--- src/rtl/aes_128_sched.sv ---
// Round-robin scheduler that shares one AES-128 core among four requesters.
// Optional response watchdog is enabled by defining AES_SCHED_TIMEOUT_EN.
module aes_128_sched (
    input  logic         clk,
    input  logic         kill,
    input  logic [3:0]   req,
    input  logic [511:0] req_data,
    output logic [3:0]   gnt,
    output logic         core_in_en,
    output logic [127:0] core_data_in,
    input  logic         core_out_en,
    input  logic [127:0] core_data_out,
    output logic [3:0]   res_valid,
    output logic [127:0] res_data,
    output logic         busy,
    output logic         core_kill,
    output logic         timeout_irq_pulse
);

    typedef enum logic [1:0] {S_IDLE, S_ISSUE, S_WAIT, S_DELIVER} state_t;

    state_t       r_state;
    logic [1:0]   r_ptr;
    logic [1:0]   r_owner;
    logic [3:0]   r_gnt;
    logic         r_core_in_en;
    logic [127:0] r_core_data_in;
    logic [3:0]   r_res_valid;
    logic [127:0] r_res_data;
    logic         r_busy;
    logic [1:0]   w_winner;
    logic [127:0] w_slice;

    // NOTE: w_winner gets a default before the loop, so no latch can be inferred.
    always_comb begin
        w_winner = r_ptr;
        for (int k = 3; k >= 0; k--) begin
            if (req[r_ptr + 2'(k)]) w_winner = r_ptr + 2'(k);
        end
    end

    assign w_slice = req_data[{w_winner, 7'd0} +: 128];

`ifdef AES_SCHED_TIMEOUT_EN
    logic [5:0] r_wdog;
    logic       r_core_kill;
    logic       r_timeout_irq;

    assign core_kill         = r_core_kill;
    assign timeout_irq_pulse = r_timeout_irq;
`else
    assign core_kill         = 1'b0;
    assign timeout_irq_pulse = 1'b0;
`endif

    // NOTE: non-blocking assignments only, so every register samples pre-edge values.
    always_ff @(posedge clk or posedge kill) begin
        if (kill) begin
            r_state        <= S_IDLE;
            r_ptr          <= 2'd0;
            r_owner        <= 2'd0;
            r_gnt          <= 4'd0;
            r_core_in_en   <= 1'b0;
            r_core_data_in <= 128'd0;
            r_res_valid    <= 4'd0;
            r_res_data     <= 128'd0;
            r_busy         <= 1'b0;
`ifdef AES_SCHED_TIMEOUT_EN
            r_wdog         <= 6'd0;
            r_core_kill    <= 1'b0;
            r_timeout_irq  <= 1'b0;
`endif
        end else begin
            r_gnt        <= 4'd0;
            r_core_in_en <= 1'b0;
            r_res_valid  <= 4'd0;
`ifdef AES_SCHED_TIMEOUT_EN
            r_core_kill   <= 1'b0;
            r_timeout_irq <= 1'b0;
`endif
            case (r_state)
                S_IDLE: begin
                    if (|req) begin
                        r_owner        <= w_winner;
                        r_core_data_in <= w_slice;
                        r_gnt          <= 4'b0001 << w_winner;
                        r_core_in_en   <= 1'b1;
                        r_busy         <= 1'b1;
                        r_state        <= S_ISSUE;
                    end
                end
                S_ISSUE: begin
`ifdef AES_SCHED_TIMEOUT_EN
                    r_wdog  <= 6'd0;
`endif
                    r_state <= S_WAIT;
                end
                S_WAIT: begin
                    // A response arriving on the expiry cycle still wins.
                    if (core_out_en) begin
                        r_res_data  <= core_data_out;
                        r_res_valid <= 4'b0001 << r_owner;
                        r_state     <= S_DELIVER;
                    end
`ifdef AES_SCHED_TIMEOUT_EN
                    else if (r_wdog == 6'd63) begin
                        r_core_kill   <= 1'b1;
                        r_timeout_irq <= 1'b1;
                        r_ptr         <= r_owner + 2'd1;
                        r_busy        <= 1'b0;
                        r_state       <= S_IDLE;
                    end else begin
                        r_wdog <= r_wdog + 6'd1;
                    end
`endif
                end
                S_DELIVER: begin
                    r_ptr   <= r_owner + 2'd1;
                    r_busy  <= 1'b0;
                    r_state <= S_IDLE;
                end
                default: r_state <= S_IDLE;
            endcase
        end
    end

    assign gnt          = r_gnt;
    assign core_in_en   = r_core_in_en;
    assign core_data_in = r_core_data_in;
    assign res_valid    = r_res_valid;
    assign res_data     = r_res_data;
    assign busy         = r_busy;

endmodule

--- config.mk ---
export PLATFORM = sky130hd
export DESIGN_NAME = aes_128_sched
export DESIGN_NICKNAME = d
export VERILOG_FILES = /design/src/rtl/aes_128_sched.sv
export SDC_FILE = /design/constraint.sdc
export NUM_CORES = 1
export LEC_CHECK = 0
export BUFFER_PORTS_ARGS = -buffer_cell sky130_fd_sc_hd__buf_2
export CAP_MARGIN = 20
export CORE_AREA = 2 2 359 361
export CTS_CLUSTER_SIZE = 16
export DETAILED_ROUTE_END_ITERATION = 16
export DIE_AREA = 0 0 361 363
export GPL_TIMING_DRIVEN = 0
export SLEW_MARGIN = 10
export SYNTH_ARGS = -nofsm -noshare
export SYNTH_HDL_FRONTEND = slang
export SYNTH_SLANG_ARGS = --single-unit
export TNS_END_PERCENT = 50
--- constraint.sdc ---
create_clock -name clk -period 22 [get_ports clk]
set_clock_uncertainty 0.1 [all_clocks]
set_input_delay 1.1 -clock clk [delete_from_list [all_inputs] [get_ports clk]]
set_output_delay 1.1 -clock clk [all_outputs]
set_load 0.05 [all_outputs]
# After elaboration in Yosys (flattened, before gate mapping)
# Cells that the tools add are included.
totals:
  register_bits: 272
  input_bits: 647
  out_inout_bits: 268
  word_cells: 55
op_classes:
  add_sub_neg: 4
  order_cmp: 4
  n_eq_ne: 5
  n_shift: 3
  muxes: 23
  n_reduce_logical: 7
op_table:
  columns: ["operator", "n"]
  rows:
  - ["512-bit by 10-bit indexed part select with 128-bit output", 1]
  - ["4-bit two-way mux", 4]
  - ["2-bit by 3-bit less-than comparator with 1-bit output (second input constant)", 4]
  - ["2-bit two-way mux", 6]
  - ["1-bit binary-select mux with 2-bit select", 4]
  - ["2-bit case mux with 4 select lines", 1]
  - ["2-bit AND reduction", 4]
  - ["1-bit by 2-bit left shift with 4-bit output (first input constant)", 2]
  - ["1-bit two-way mux", 7]
  - ["2-bit by 1-bit adder with 2-bit output (second input constant)", 2]
  - ["2-bit adder (second input constant)", 2]
  - ["2-bit == test (second input constant)", 2]
  - ["2-bit inequality test (second input constant)", 2]
  - ["4-bit OR reduction", 1]
  - ["2-bit by 1-bit == test with 1-bit output (second input constant)", 1]
  - ["2-bit zero test", 1]
  - ["1-bit case mux with 2 select lines", 1]
  - ["2-bit nonzero test", 1]

# Logic depth before layout (Yosys ltp)
depth:
  ltp_word: 10
  mapped_depth: 8
  mapped_depth_nobuf: 6

# Least setup slack after synthesis
# Ideal clock, no wire load.
synth_timing:
  kind: "input to register"
  startpoint: "input port req[0]"
  endpoint: "register r_core_data_in[100], in the netlist core_data_in[100]"
  setup_ps: 133
  arrival_ps: 2497
  required_ps: 21767
  slack_ps: 19270
  stages: 7
  n_path_buf: 2
  path_cell_list: "nor2b_1 > or4_4 > nand2_4 > buf_12 > buf_12 > mux2i_1 > o221ai_2"
synth_via:
  elab_chain_len: 7
  elab_cells_between_ends: 15
  cone_classes: "shift: 1; mux: 12; reduce/logical: 2"
synth_rtl:
  columns: ["item", "line_no", "rtl"]
  rows:
  - ["start, declared", "6", "input logic [3:0] req,"]
  - ["1-bit binary-select mux with 2-bit select", "38", "if (req[r_ptr + 2'(k)]) w_winner = r_ptr + 2'(k);"]
  - ["1-bit two-way mux (implied by the code)", "38", null]
  - ["2-bit two-way mux (4 in a row)", "38", null]
  - ["512-bit by 10-bit indexed part select with 128-bit output", "42", "assign w_slice = req_data[{w_winner, 7'd0} +: 128];"]
  - ["end signal, assigned", "85", "r_core_data_in <= w_slice;"]
  - ["end, declared", "27", "logic [127:0] r_core_data_in;"]
# Several ways; a longest one is shown, not always the timed one. The select of a mux whose other input is x is not followed.
# A chain may end at the register's enable or synchronous reset.

# Final worst setup path
layout_timing:
  startpoint: "input port req[2]"
  endpoint: "register r_core_data_in[85], in the netlist core_data_in[85]"
# Same word-level chain as after synthesis.

==> run summary <==
gpl congestion: 0.865
Post-Route WL: 108,000 um
pre-CTS setup slack: 17,880 ps
Internal: 1.83 mW
HP Class: reg -> reg
Die Y: 363 um
type of element capturing the critical path: flip-flop
Peak VDD IR: 0.0687 mV
std cell rows: 131
slowest stage delay, CP: 560 ps
number of flops mapped to enable cells by yosys: 0
sequential fraction of the synthesis area: 0.473
post-synthesis instance total: 1,055
htree depth: 2
CP max FO: 10
Post-CTS Setup Inserts: 0
clk sink count: 272
clock power share: 0.159
post-CTS sizing: 0
largest net degree at the start of global routing: 98
fillcell total: 14,200
CP max stage cell: nor4_1
final cycle utilization of the critical path: 0.152
CTS Buffer Depth: 3
Min Hold Slack: 386 ps
Setup Viol. Count Final: 0
die area: 131,000 um2
leakage power: 10.9 nW
# port buffers: 912
Tmin final: 3340 ps
PD cells: 176 nW/um2
HPWL after detailed placement: 93,900 um
CTS tree: done
CP dominant cell by count: buf_2
Core Region: 127,000 um2
Synth Cell Area: 14,400 um2
WL per Instance: 29.0 um
IO Count: 915
sw power: 2.13 mW
CTS Hold Bufs: 0
Starting DRT DRC Count: 793
gr usage total: 0.158
Die X: 361 um
Worst Setup Start Kind: input port
starting density of the core: 0.113
first-pass GRT wire length: 136,000 um
Rel. slew slack: 0.390
CTS Buf Count: 38
Area after DPL: 21,100 um2
fin area: 22,400 um2
routed vias: 14,000
Synth async-reset ratio: 1.00
Post-DRT Antenna Nets: 0
Vias/cell: 3.76
Final Hold Viols: 0
Flop pwr share: 0.224
vias in the first global route: 13,700
Skew-Pair Late Insertion Delay: 590 ps
TritonRoute pass-1 iters: 5
Worst EP arrival: 3670 ps
Yosys cell types: 33
worst slew pin tran: 915 ps
status: complete, no violations
Seq cells post-synth: 272
global route total overflow: 0
drt drc: 0
initial antenna violation count: 192
CP required: 22,330 ps
sw frac: 0.538
kind of critical path: in -> reg
Area Overhead vs Synth: 55.9%
# nets final: 2,666
Slew Limit Fails: 0
Synth Area per Inst: 13.6 um2
max capacitance violation total: 0
top_reg_cell synth: dfrtp_1
YS warnings: 0
Comb pwr share: 0.616
unrepaired setup endpoints after global routing: false
setup_tns: 0 ps
root buffer cell: clkbuf_16
Clock Pin Slew Worst Setup and Hold Paths: 50 ps
maximum clock frequency: 0.299 GHz
final worst slack: 18,660 ps
ratio of cells with drive above 1 in the final layout: 0.635
critical path, cell by cell: buf_2 -> nor4_1 -> nand2b_1 -> or2_1 -> clkbuf_1 -> buf_2 -> buf_2 -> o221ai_2
cell usage after synthesis (2+ instances only):
| library cell | count | area [um2] |
|---|---|---|
| o221ai_2 | 128 | 1920 |
| ha_1 | 7 | 87.6 |
| dfrtp_1 | 272 | 6810 |
| mux2_2 | 129 | 1450 |
| nand2_1 | 132 | 495 |
| bufbuf_8 | 6 | 113 |
| o21ai_1 | 2 | 10.0 |
| buf_4 | 2 | 15.0 |
| inv_1 | 7 | 26.3 |
| o21ai_0 | 2 | 10.0 |
| nor2b_1 | 3 | 18.8 |
| buf_12 | 22 | 440 |
| a21oi_1 | 4 | 20.0 |
| nor2_1 | 7 | 26.3 |
| buf_2 | 28 | 140 |
| mux2i_1 | 256 | 2560 |
| clkbuf_1 | 29 | 109 |
| and3_1 | 4 | 25.0 |
metrics by stage:
| step | cells | total power, mW | util |
|---|---|---|---|
| 2_1_floorplan | 1056 | 2.59 | - |
| 3_3_place_gp | 3630 | 3.34 | 0.166 |
| 3_5_place_dp | 3634 | 3.37 | 0.166 |
| 4_1_cts | 3701 | 4.03 | 0.176 |
| 5_1_grt | 3711 | 4.15 | 0.176 |
| 6_report | 3727 | 3.96 | 0.177 |
registers in the layout (all words and copies together) (netlist names):
| register | flops |
|---|---|
| r_state | 2 |
| r_owner | 2 |
| busy | 1 |
| res_valid | 4 |
| r_ptr | 2 |
| res_data | 128 |
| core_data_in | 128 |
| gnt | 4 |
| core_in_en | 1 |
power groups by stage:
stage,Sequential (mW),Clock (mW),Combinational [mW]
floorplan,1.72,0,0.870
global placement,0.885,0,2.45
detailed placement,0.892,0,2.48
CTS,0.886,0.659,2.48
global route,0.918,0.673,2.55
finish,0.888,0.631,2.44
logic make-up after synthesis:
logic type,after synthesis,share of synthesized area
and+or+nand+nor,155,0.0440
other,1,0.000261
adders and majority gates,7,0.00609
muxes,385,0.279
AOI/OAI and AO/OA,140,0.139
DFF,272,0.473
buffers and inverters,95,0.0589
routing by layer:
metal / part of all wire / track usage / vias to the layer above
li1: - / - / 5903
met1: 0.40 / 0.191 / 6754
met2: 0.46 / 0.258 / 890
met5: 0.0066 / 0 / -
met4: 0.034 / 0.0394 / 112
met3: 0.10 / 0.0667 / 364
cell usage in the layout, fill, tap and decap left out, types with 2 or more instances in the layout:
master | synthesis | final
o221ai_2 | 128 | 128
buf_4 | 2 | 2
o21ai_0 | 2 | 2
nand2_1 | 132 | 132
nor2b_1 | 3 | 3
bufbuf_8 | 6 | 6
mux2i_1 | 256 | 256
buf_2 | 28 | 940
mux2_2 | 129 | 129
dfrtp_1 | 272 | 272
clkbuf_16 | 0 | 38
diode_2 | 0 | 26
o21ai_1 | 2 | 2
a21oi_1 | 4 | 4
clkbuf_1 | 29 | 37
clkinv_2 | 0 | 3
conb_1 | 1 | 2
clkbuf_8 | 0 | 7
inv_1 | 7 | 6
nor2_1 | 7 | 7
buf_16 | 0 | 3
buf_12 | 22 | 22
clkinvlp_4 | 0 | 5
ha_1 | 7 | 7
and3_1 | 4 | 4
area by class of cell:
type	instances	area [um2]	share of cell area
Antenna cell	26	65.1	0.00290
Buffer	87	818	0.0365
Clock buffer	54	1080	0.0482
Clock inverter	13	150	0.00669
Inverter	8	37.5	0.00167
Multi-Input combinational cell	689	6740	0.300
Sequential cell	272	6810	0.303
Tap cell	1662	2080	0.0927
Timing Repair Buffer	916	4660	0.208
final timing paths:
path | start | end | slack (ps) | cells after the start
min | core_data_in[51] | core_data_in[51] | 390 | 2
max | req[2] | core_data_in[85] | 18660 | 8
max reg2reg | r_ptr[1] | core_data_in[21] | 19070 | 7
max in group asynchronous | kill | core_data_in[78] | 20240 | 3
min reg2reg | core_data_in[51] | core_data_in[51] | 390 | 2
min in group asynchronous | kill | core_data_in[24] | 440 | 2
worst max-delay path, delay by kind of cell:
family                 cells  cell delay [ps]
AO/OA/AOI/OAI              1              170
buffers and inverters      4             1400
AND/OR/NAND/NOR            3              960
Power figures use the tool's default switching activity.
